### config.mk
export PLATFORM = sky130hd
export DESIGN_NAME = instr_fetch_unit
export DESIGN_NICKNAME = d
export VERILOG_FILES = /design/src/rtl/instr_fetch_unit.sv
export SDC_FILE = /design/constraint.sdc
export NUM_CORES = 1
export LEC_CHECK = 0
export ABC_AREA = 1
export CORE_MARGIN = 3
export CORE_UTILIZATION = 40
export CTS_BUF_LIST = sky130_fd_sc_hd__clkbuf_8
export DETAILED_ROUTE_END_ITERATION = 10
export PLACE_DENSITY = 0.86
export RECOVER_POWER = 100
export SYNTH_ARGS = -nofsm -noshare
export SYNTH_HDL_FRONTEND = slang
export SYNTH_SLANG_ARGS = --single-unit
### constraint.sdc
create_clock -name clk -period 4.2 [get_ports clk]
set_clock_uncertainty 0.05 [all_clocks]
set_input_delay 0.84 -clock clk [delete_from_list [all_inputs] [get_ports clk]]
set_output_delay 0.84 -clock clk [all_outputs]
set_load 0.02 [all_outputs]
### src/rtl/instr_fetch_unit.sv
// Instruction fetch unit: a three-state fetch/exec/trap sequencer that owns the PC,
// latches fetched instruction words, resolves branch/JAL/JALR redirects and counts retirements.
module instr_fetch_unit #(
  parameter logic [31:0] RESET_PC  = 32'h0040_0000,
  parameter int          CNT_WIDTH = 16
) (
  input  logic                 clk,
  input  logic                 reset,
  output logic                 Imem_Req_o,
  output logic [31:0]          Imem_Addr_o,
  input  logic                 Imem_Ready_i,
  input  logic [31:0]          Imem_Data_i,
  input  logic                 Retire_i,
  input  logic                 Stall_i,
  input  logic                 Branch_Taken_i,
  input  logic                 Jal_i,
  input  logic                 JalR_i,
  input  logic [31:0]          Target_i,
  input  logic [31:0]          JalR_Target_i,
  output logic [31:0]          Instr_o,
  output logic [6:0]           Opcode_o,
  output logic                 Instr_Valid_o,
  output logic [31:0]          PC_o,
  output logic [31:0]          PC_Plus4_o,
  output logic                 Misalign_o,
  output logic [CNT_WIDTH-1:0] Retired_Cnt_o
);

  typedef enum logic [1:0] {
    S_FETCH = 2'd0,
    S_EXEC  = 2'd1,
    S_TRAP  = 2'd2
  } state_t;

  localparam logic [31:0] NOP_INSTR = 32'h0000_0013;

  state_t               r_state;
  state_t               w_nextState;
  logic [31:0]          r_pc;
  logic [31:0]          r_instr;
  logic                 r_misalign;
  logic [CNT_WIDTH-1:0] r_retiredCnt;
  logic [31:0]          w_pcPlus4;
  logic [31:0]          w_jalrTarget;
  logic [31:0]          w_nextPc;
  logic                 w_retire;
  logic                 w_nextMisaligned;

  assign w_pcPlus4        = r_pc + 32'd4;
  // JALR clears bit 0 of its target, but bit 1 can still leave the PC misaligned.
  assign w_jalrTarget     = JalR_Target_i & 32'hFFFF_FFFE;
  assign w_retire         = (r_state == S_EXEC) && Retire_i && !Stall_i;
  assign w_nextMisaligned = |w_nextPc[1:0];

  always_comb begin
    w_nextPc = w_pcPlus4;
    if (JalR_i) begin
      w_nextPc = w_jalrTarget;
    end else if (Jal_i || Branch_Taken_i) begin
      w_nextPc = Target_i;
    end
  end

  always_ff @(posedge clk) begin
    if (!reset) begin
      r_state <= S_FETCH;
    end else begin
      r_state <= w_nextState;
    end
  end

  always_comb begin
    w_nextState   = r_state;
    Imem_Req_o    = 1'b0;
    Instr_Valid_o = 1'b0;
    case (r_state)
      S_FETCH: begin
        Imem_Req_o = 1'b1;
        if (Imem_Ready_i) begin
          w_nextState = S_EXEC;
        end
      end
      S_EXEC: begin
        Instr_Valid_o = 1'b1;
        if (w_retire) begin
          w_nextState = w_nextMisaligned ? S_TRAP : S_FETCH;
        end
      end
      S_TRAP: begin
        w_nextState = S_TRAP;
      end
      default: begin
        w_nextState = S_FETCH;
      end
    endcase
  end

  // A misaligned redirect still retires the instruction but leaves the PC on it.
  always_ff @(posedge clk) begin
    if (!reset) begin
      r_pc         <= RESET_PC;
      r_instr      <= NOP_INSTR;
      r_misalign   <= 1'b0;
      r_retiredCnt <= '0;
    end else begin
      if ((r_state == S_FETCH) && Imem_Ready_i) begin
        r_instr <= Imem_Data_i;
      end
      if (w_retire) begin
        r_retiredCnt <= r_retiredCnt + CNT_WIDTH'(1);
        if (w_nextMisaligned) begin
          r_misalign <= 1'b1;
        end else begin
          r_pc <= w_nextPc;
        end
      end
    end
  end

  assign Imem_Addr_o   = r_pc;
  assign PC_o          = r_pc;
  assign PC_Plus4_o    = w_pcPlus4;
  assign Instr_o       = r_instr;
  assign Opcode_o      = r_instr[6:0];
  assign Misalign_o    = r_misalign;
  assign Retired_Cnt_o = r_retiredCnt;

endmodule

# Word level (Yosys, flattened, before mapping)
# Cells that the tools add are included.
# totals
output_inout_bits,154
wordCells,30
input_bits,104
ff_bits,83
# op_classes
addsub,2
bitwise_logic,1
n_eq_ne,4
mux,8
n_reduce_logical,10
# op_table
operator,count
32-bit 2-to-1 mux,2
"32-bit by 3-bit adder with 32-bit output, second input constant",1
"16-bit by 1-bit adder with 16-bit output, second input constant",1
2-bit 2-to-1 mux,3
2-bit case mux with 3 select lines,1
2-bit AND reduction,3
"2-bit != test, second input constant",2
1-bit logical AND,3
"2-bit by 1-bit == test with 1-bit output, second input constant",1
"2-bit == test, second input constant",1
2-bit logical NOT,1
1-bit 2-to-1 mux,2
2-bit OR reduction,1
1-bit logical NOT,1
1-bit logical OR,1
1-bit NOT,1

# Longest topological paths before layout
# Gate-level depths: netlist of run 1.
# logic_depth
word_depth,7
ltp_mapped,12
depth_no_buf,12

# Worst setup path before layout of run 1
# Ideal clock, no wire load.
# synth_timing
kind,register to output
from,"register r_pc[3], in the netlist Imem_Addr_o[3]"
to,output PC_Plus4_o[10]
required_ns,3.310
n_path_buf,0
path_stages_with_launch,6
arrival_time_ns,1.478
path_slack_ns,1.832
cell_sequence,dfxtp_1 -> ha_1 -> nand2_1 -> nor2_2 -> nand2_4 -> xor2_1
# synth_between
elab_chain_len,1
# synth_rtl
element,line,text
"start, declared",39,logic [31:0] r_pc;
"start signal, assigned",114,r_pc <= w_nextPc;
32-bit by 3-bit adder with 32-bit output,49,assign w_pcPlus4 = r_pc + 32'd4;
"end, declared",24,"output logic [31:0] PC_Plus4_o,"
# No other way between the ends.

# Final worst setup path of run 1
# layout_timing
from,"register r_pc[3], in the netlist Imem_Addr_o[3]"
to,output PC_Plus4_o[22]
# The elaborated chain is that of the path after synthesis.

==> summary.md, run 1 <==
| Metric | Value |
|---|---|
| Status | finished clean |
| Fin cells | 1149 |
| Hold Crit Start | Instr_o[21] |
| Rows | 40 |
| Clock Latency Late Sink | 0.36 ns |
| Number of global-route vias before repair | approximately 5500 |
| Placed Instances | roughly 1100 |
| Final Hold Slack | around 0.43 ns |
| Die ar. | between 0.01 and 0.015 mm2 |
| Reg2reg setup slack | 1.30 ns |
| Layout Area Growth over Synthesis | 49.5% |
| Diode count | 0 |
| Post-route cell area | ~0.0076 mm2 |
| Nets | about 1100 |
| Global-route usage over all layers | 25.2% |
| Layout cells sized above 1 | 4.59% |
| Worst setup EP type | primary output |
| Post-route minimum period | 3.48 ns |
| Fmax | around 290 MHz |
| Hold depth | 2 |
| Mapped cell area | between 0.005 and 0.006 mm2 |
| Clk slew on worst S/H paths | around 0.090 ns |
| Synth unique cells | 35 |
| Reg-to-reg critical path startpoint | r_state[1] |
| Num ports | ~260 |
| Port Buf Inserts | 256 |
| # fillers | about 1100 |
| Critical Path AT | approximately 2.6 ns |
| CTS tree | built |
| Critical Path RT | roughly 3.3 ns |
| TritonRoute pass-1 iters | 5 |
| Seq cells post-synth | 83 |
| Max clock buf depth | 2 |
| Rel. slew slack | 14.1% |
| RSZ-0062 raised after global routing | false |
| Avg Vias per Cell | around 4.9 |
| Post-Syn Instances | between 700 and 800 |
| Die Ht | 118 um |
| Antenna-violating nets left | 0 |
| Residual DRC | 0 |
| Crit share post-route | 82.9% |
| Hold Path Sink | Instr_o[21] |
| Setup Fix Bufs, Post-CTS | 0 |
| CTS Sinks | between 80 and 90 |
| Pin count of the biggest net entering global routing | between 50 and 60 |
| First-pass GRT wire length | around 29 mm |
| DR vias | ~5700 |
| Die X | ~120 um |
| Final setup viols | 0 |
| Remaining Overflow, GRT | 0 |
| Critical Path Source Type | flop |
| Initial Util | approximately two fifths |
| Fin. Hold Viols | 0 |
| Min-Delay Path Class | flop to flop |
| Crit path kind | flop to primary output |
| CTS H-tree lvls | 3 |
| Max-slew violation total from the final report | 0 |
| Worst-margin pin slew | roughly 1.3 ns |
| Maximum vdd ir drop | ~0.0002 V |
| Core area | between 0.01 and 0.015 mm2 |
| R2R cell count | 6 |
| Syn nets | about 900 |
| Placed inst area | 0.00740 mm2 |
| Setup TNS | 0 ns |
| Leakage | between 3 and 4 nW |
| WL final | between 15 and 20 mm |
| Detailed-route wire length per cell | approximately 16 um |
| Antenna violations before repair | 1 |
| Critical R2R Capture | Instr_o[3] |
| Cell at the root of the clock tree | clkbuf_8 |
| Ys Warns | 0 |
| Resized cells post-CTS | 0 |
| Post-synthesis sequential area ratio | 32.9% |
| Total power | between 2 and 2.5 mW |
| CTS Hold Bufs | 0 |
| Gpl congestion | slightly below 0.9 |
| DP HPWL | around 14 mm |
| Max-cap violation count | 0 |
| CP max FO | 6 |
| PwrDens | 268 mW/mm2 |
| Total CTS buffers | 9 |
| Initial DRC Count | 363 |
| Syn Area/Cell | ~6.5 um2 |
## cells in the mapped netlist
cell type	number	share of area, %
nor2_8	2	0.79
xnor2_2	1	0.32
buf_1	1	0.074
nor3_1	7	0.69
a31oi_1	1	0.12
buf_4	42	6.2
xnor2_1	5	0.87
nand3_1	26	2.6
buf_6	2	0.45
clkbuf_1	19	1.4
o21a_1	3	0.45
nor3_2	1	0.20
inv_1	50	3.7
o21ai_1	4	0.40
clkinv_1	1	0.074
a21oi_1	66	6.5
xor2_1	5	0.87
nand2_1	164	12
dfxtp_1	83	33
a211oi_1	1	0.15
nand2_4	4	0.89
nand3b_1	13	1.9
nand3_2	3	0.59
nor2_4	12	2.7
clkinv_4	1	0.17
nand2_2	5	0.62
buf_2	9	0.89
inv_2	2	0.15
nand4_1	5	0.62
nor2_2	5	0.62
ha_1	2	0.50
nor4_1	1	0.12
nor3b_1	1	0.15
nor2_1	153	11
o21ai_0	78	7.7
## worst max-delay path by stage
| stage | from | to | slack, ns | cells past startpoint |
|---|---|---|---|---|
| floorplan | Imem_Addr_o[3] | PC_Plus4_o[10] | 1.83 | 5 |
| global placement | Branch_Taken_i | Imem_Addr_o[10] | 1.18 | 11 |
| detailed placement | Jal_i | Imem_Addr_o[2] | 1.14 | 10 |
| CTS | Imem_Addr_o[3] | PC_Plus4_o[22] | 0.73 | 8 |
| global route | Jal_i | Imem_Addr_o[31] | 0.48 | 10 |
| finish | Imem_Addr_o[3] | PC_Plus4_o[22] | 0.72 | 8 |
## worst max-delay path, stage by stage, from the launching register on
cell	delay [ns]
dfxtp_1	0.52
ha_1	0.29
nand2_1	0.08
nor2_2	0.15
nand2_4	0.12
nor2_4	0.14
nand3_1	0.10
nand2_1	0.14
dlygate4sd3_1	0.69
## routing by layer
metal / vias up / global-route usage [%] / share of wire (%)
met5: - / 0 / 0.073
met4: 2 / 6.37 / 1.4
met3: 20 / 9.67 / 10
met1: 2529 / 28.2 / 38
li1: 2856 / - / -
met2: 251 / 44.9 / 50
## sequential cells by signal (all words and copies together), names as in the netlist
name           flops
Instr_o           32
Retired_Cnt_o     16
Imem_Addr_o       32
Misalign_o         1
r_state            2
## layout by cell type (no fill, tap or decap), drive strengths merged
| cell | n |
|---|---|
| a31oi | 1 |
| xor2 | 5 |
| xnor2 | 6 |
| inv | 53 |
| nand3 | 29 |
| nor3b | 1 |
| dfxtp | 83 |
| clkinv | 4 |
| o21ai | 82 |
| bufinv | 2 |
| ha | 2 |
| o21a | 3 |
| clkdlybuf4s50 | 99 |
| a211oi | 1 |
| nand2 | 173 |
| nand4 | 5 |
| clkbuf | 11 |
| clkinvlp | 1 |
| nand3b | 13 |
| buf | 5 |
| nor2 | 172 |
| dlygate4sd3 | 155 |
| nor3 | 8 |
| nor4 | 1 |
| a21oi | 66 |
## where the power goes
part | internal (mW) | switching [mW] | total (mW) | leakage, nW
registers | 0.834 | 0.0383 | 0.873 | 0.678
clock network | 0.334 | 0.311 | 0.645 | 0.106
logic | 0.236 | 0.270 | 0.505 | 2.63
total | 1.40 | 0.619 | 2.02 | 3.41
## cell families after synthesis
kind of cell / count (synthesis) / synth area share (%)
XOR/XNOR: 11 / 2.05
AO/OA/AOI/OAI: 153 / 15.4
adder cells (fa/ha/maj): 2 / 0.495
buffers and inverters: 127 / 13.2
flip-flops: 83 / 32.9
AND/OR/NAND/NOR: 402 / 36.0
## area by class of cell
type | instances | area (um2) | share of cell area (%)
clock inverter | 6 | 90.1 | 1.19
timing repair buffer | 261 | 2580 | 34.2
multi-input combinational | 568 | 2680 | 35.5
sequential | 83 | 1660 | 22.0
clock buffer | 9 | 124 | 1.64
inverter | 54 | 208 | 2.75
tap | 168 | 210 | 2.78
## metrics by stage
| stage | setup WS, ns | utilization (%) |
|---|---|---|
| after CTS | 0.733 | 62.6 |
| after detailed placement | 1.14 | 60.9 |
| after floorplan | 1.83 | - |
| after global routing | 0.481 | 62.1 |
| final | 0.718 | 62.1 |
| after global placement | 1.18 | 60.9 |
Power figures use the tool's default switching activity.
==> run 2: changes to the inputs <==
--- a/config.mk
+++ b/config.mk
@@ -7,10 +7,10 @@
 export LEC_CHECK = 0
 export ABC_AREA = 1
 export CORE_MARGIN = 3
-export CORE_UTILIZATION = 40
+export CORE_UTILIZATION = 38
 export CTS_BUF_LIST = sky130_fd_sc_hd__clkbuf_8
 export DETAILED_ROUTE_END_ITERATION = 10
-export PLACE_DENSITY = 0.86
+export PLACE_DENSITY = 0.85
 export RECOVER_POWER = 100
 export SYNTH_ARGS = -nofsm -noshare
 export SYNTH_HDL_FRONTEND = slang
==> constraint.sdc (replaced) <==
create_clock -name clk -period 3 [get_ports clk]
set_clock_uncertainty 0.05 [all_clocks]
set_input_delay 0.6 -clock clk [delete_from_list [all_inputs] [get_ports clk]]
set_output_delay 0.6 -clock clk [all_outputs]
set_load 0.02 [all_outputs]
==> run 2 against run 1 <==
  * Combinational power up 41%
  * Largest cell class unchanged
  * Critical path depth down 1
  * Clock power grew 22%
  * First-iteration DRC count decreased by 19%
  * Sequential power is 40% higher
  * Register-to-register slack worse by 0.55 ns
  * Highest routed layer is now met4
  * Count of clock-buffer cells in the layout increased by 1
  * Largest power group unchanged
  * Routed wire length down 1.6%
  * Worst setup slack got worse by 0.57 ns
  * Cell count up 0.96%
==> summary.md, run 2 (synthesis results as in run 1) <==
| Metric | Value |
|---|---|
| Share of power burned in registers | around 45% |
| CP max FO | 6 |
| Final WS setup | ~0.15 ns |
| Core area | around 0.013 mm2 |
| CTS Sinks | a little over 80 |
| Placed Instances | ~1100 |
| Worst setup EP type | primary output |
| Die Ht | around 120 um |
| TritonRoute pass-1 iters | 4 |
| Cell at the root of the clock tree | clkbuf_8 |
| Commonest non-fill, non-tap cells in the layout | 165 x nand2_1, 155 x nor2_1, 134 x dlygate4sd3_1 |
| R2R cell count | 7 |
| Min-Delay Path Class | flop to flop |
| Sw power | just under 0.9 mW |
| Nets | roughly 1100 |
| Setup TNS | 0 ns |
| Antenna violations before repair | 0 |
| Port Buf Inserts | ~260 |
| Num ports | 258 |
| DR vias | roughly 5700 |
| Reg2reg setup slack | 0.75 ns |
| Total power | 2.72 mW |
| Crit path kind | flop to primary output |
| Rows | a little over 40 |
| WL final | between 15 and 20 mm |
| Initial Util | between 30% and 40% |
| Clock share of power | between 20% and 30% |
| Die X | ~120 um |
| First-pass GRT wire length | 27.5 mm |
| Gpl congestion | 0.884 |
| Worst-margin pin slew | about 1.4 ns |
| RSZ-0062 raised after global routing | false |
| Die ar. | between 0.01 and 0.015 mm2 |
| Antenna-violating nets left | 0 |
| Critical Path Source Type | flop |
| CTS H-tree lvls | 3 |
| Post-route minimum period | 2.85 ns |
| CTS tree | built |
| Layout cells sized above 1 | 7.09% |
| Clock Latency Late Sink | approximately 0.37 ns |
| Detailed-route wire length per cell | between 15 and 20 um |
| Initial DRC Count | 293 |
| Max-slew violation total from the final report | 0 |
| Residual DRC | 0 |
| Max-cap violation count | 0 |
| Setup Fix Bufs, Post-CTS | 0 |
| Sw Share | roughly a third |
| Avg Vias per Cell | approximately 5 |
| Number of global-route vias before repair | between 5000 and 6000 |
| Commonest non-fill, non-tap cell in the layout | nand2_1 |
| Pin count of the biggest net entering global routing | 74 |
| Crit share post-route | a little over nine tenths |
| Global-route usage over all layers | 23.5% |
| Status | finished clean |
| Placed inst area | 0.00745 mm2 |
| Remaining Overflow, GRT | 0 |
| Critical R2R Capture | Imem_Addr_o[2] |
| Pre-CTS WS | 0.399 ns |
| Rel. slew slack | a little under a tenth |
| Max clock buf depth | 2 |
| Final setup viols | 0 |
| DP HPWL | 13.1 mm |
| Fin cells | 1160 |
| Critical Path Source | Imem_Addr_o[13] |
| Layout Area Growth over Synthesis | 49.7% |
| Post-route cell area | 0.00756 mm2 |
| Critical Path AT | between 2 and 2.5 ns |
| Logic gate share of total power | about a quarter |
| PwrDens | approximately 360 mW/mm2 |
| P_int | around 1.8 mW |
| Maximum vdd ir drop | 0.000290 V |
| Fmax | 351 MHz |
| Fin. Hold Viols | 0 |
| Leakage | about 3.4 nW |
| Clk slew on worst S/H paths | roughly 0.090 ns |
| Reg-to-reg critical path startpoint | r_state[0] |
| Total CTS buffers | 9 |
| Worst setup path end | PC_Plus4_o[25] |
| Diode count | 0 |
| Critical Path RT | 2.35 ns |
run 2: cell count changes in the layout (fill, tap and decap cells not counted), sizes merged:
cell and delta:
dlygate4sd3 -21, bufinv -2, inv +1, clkinvlp +1, clkdlybuf4s50 +13, buf +5
clkbuf +10
run 2: worst max-delay path: stages, from the launching register on:
cell             delay (ns)
dfxtp_2                0.41
nand2_1                0.09
nor2_1                 0.21
nand2_1                0.12
nor2_1                 0.20
nand3b_1               0.12
nand2_1                0.08
clkdlybuf4s50_1        0.60
run 2: how the worst min path moves through the flow:
stage / from / end / slack [ns] / cells past startpoint
after floorplan: Retired_Cnt_o[3] / Retired_Cnt_o[3] / 0.50 / 1
after detailed placement: Instr_o[20] / Instr_o[20] / 0.42 / 2
after global routing: Instr_o[7] / Instr_o[7] / 0.46 / 2
final: Instr_o[20] / Instr_o[20] / 0.43 / 2
after global placement: Instr_o[21] / Instr_o[21] / 0.41 / 2
after CTS: Instr_o[30] / Instr_o[30] / 0.44 / 2
run 2: area by class of cell:
cell class / count / area [um2]
Clock buffer: 10 / 138
Clock inverter: 6 / 46.3
Fill cell: 1234 / 5260
Inverter: 54 / 208
Multi-Input combinational cell: 568 / 2700
Sequential cell: 83 / 1680
Tap cell: 172 / 215
Timing Repair Buffer: 267 / 2570
run 2: power by group through the flow:
stage / logic [mW] / registers [mW] / clock network [mW]
6_report: 0.711 / 1.22 / 0.789
5_1_grt: 0.773 / 1.23 / 0.855
4_1_cts: 0.759 / 1.23 / 0.813
3_5_place_dp: 0.755 / 1.25 / 0
3_3_place_gp: 0.748 / 1.25 / 0
2_1_floorplan: 0.311 / 1.32 / 0
run 2: routing by layer:
metal  routed length, um  part of all wire, %  GRT usage (%)
met4                 344                  2.0           7.98
met3                1680                  9.5           7.93
met2                8690                   49           41.3
met5                   0                    0              0
met1                6880                   39           26.6
run 2: timing repair:
action                                  CTS  global route
gates cloned                              0             0
endpoints found under the setup margin    5            20
hold buffers                              0             0
resized for setup                         4            18
run 2: metrics by stage:
stage,utilization (%),hold slack (ns)
3_5_place_dp,58.1,0.422
2_1_floorplan,-,0.497
6_report,59.0,0.433
4_1_cts,59.6,0.442
5_1_grt,59.0,0.456
3_3_place_gp,58.1,0.410
==> run 3: changes to the inputs <==
--- a/config.mk
+++ b/config.mk
@@ -9,6 +9,7 @@
 export CORE_MARGIN = 3
 export CORE_UTILIZATION = 38
 export CTS_BUF_LIST = sky130_fd_sc_hd__clkbuf_8
+export CTS_CLUSTER_SIZE = 28
 export DETAILED_ROUTE_END_ITERATION = 10
 export PLACE_DENSITY = 0.85
 export RECOVER_POWER = 100
==> results of run 3 <==
No change in the layout: final DEF, timing and power equal those of run 2.
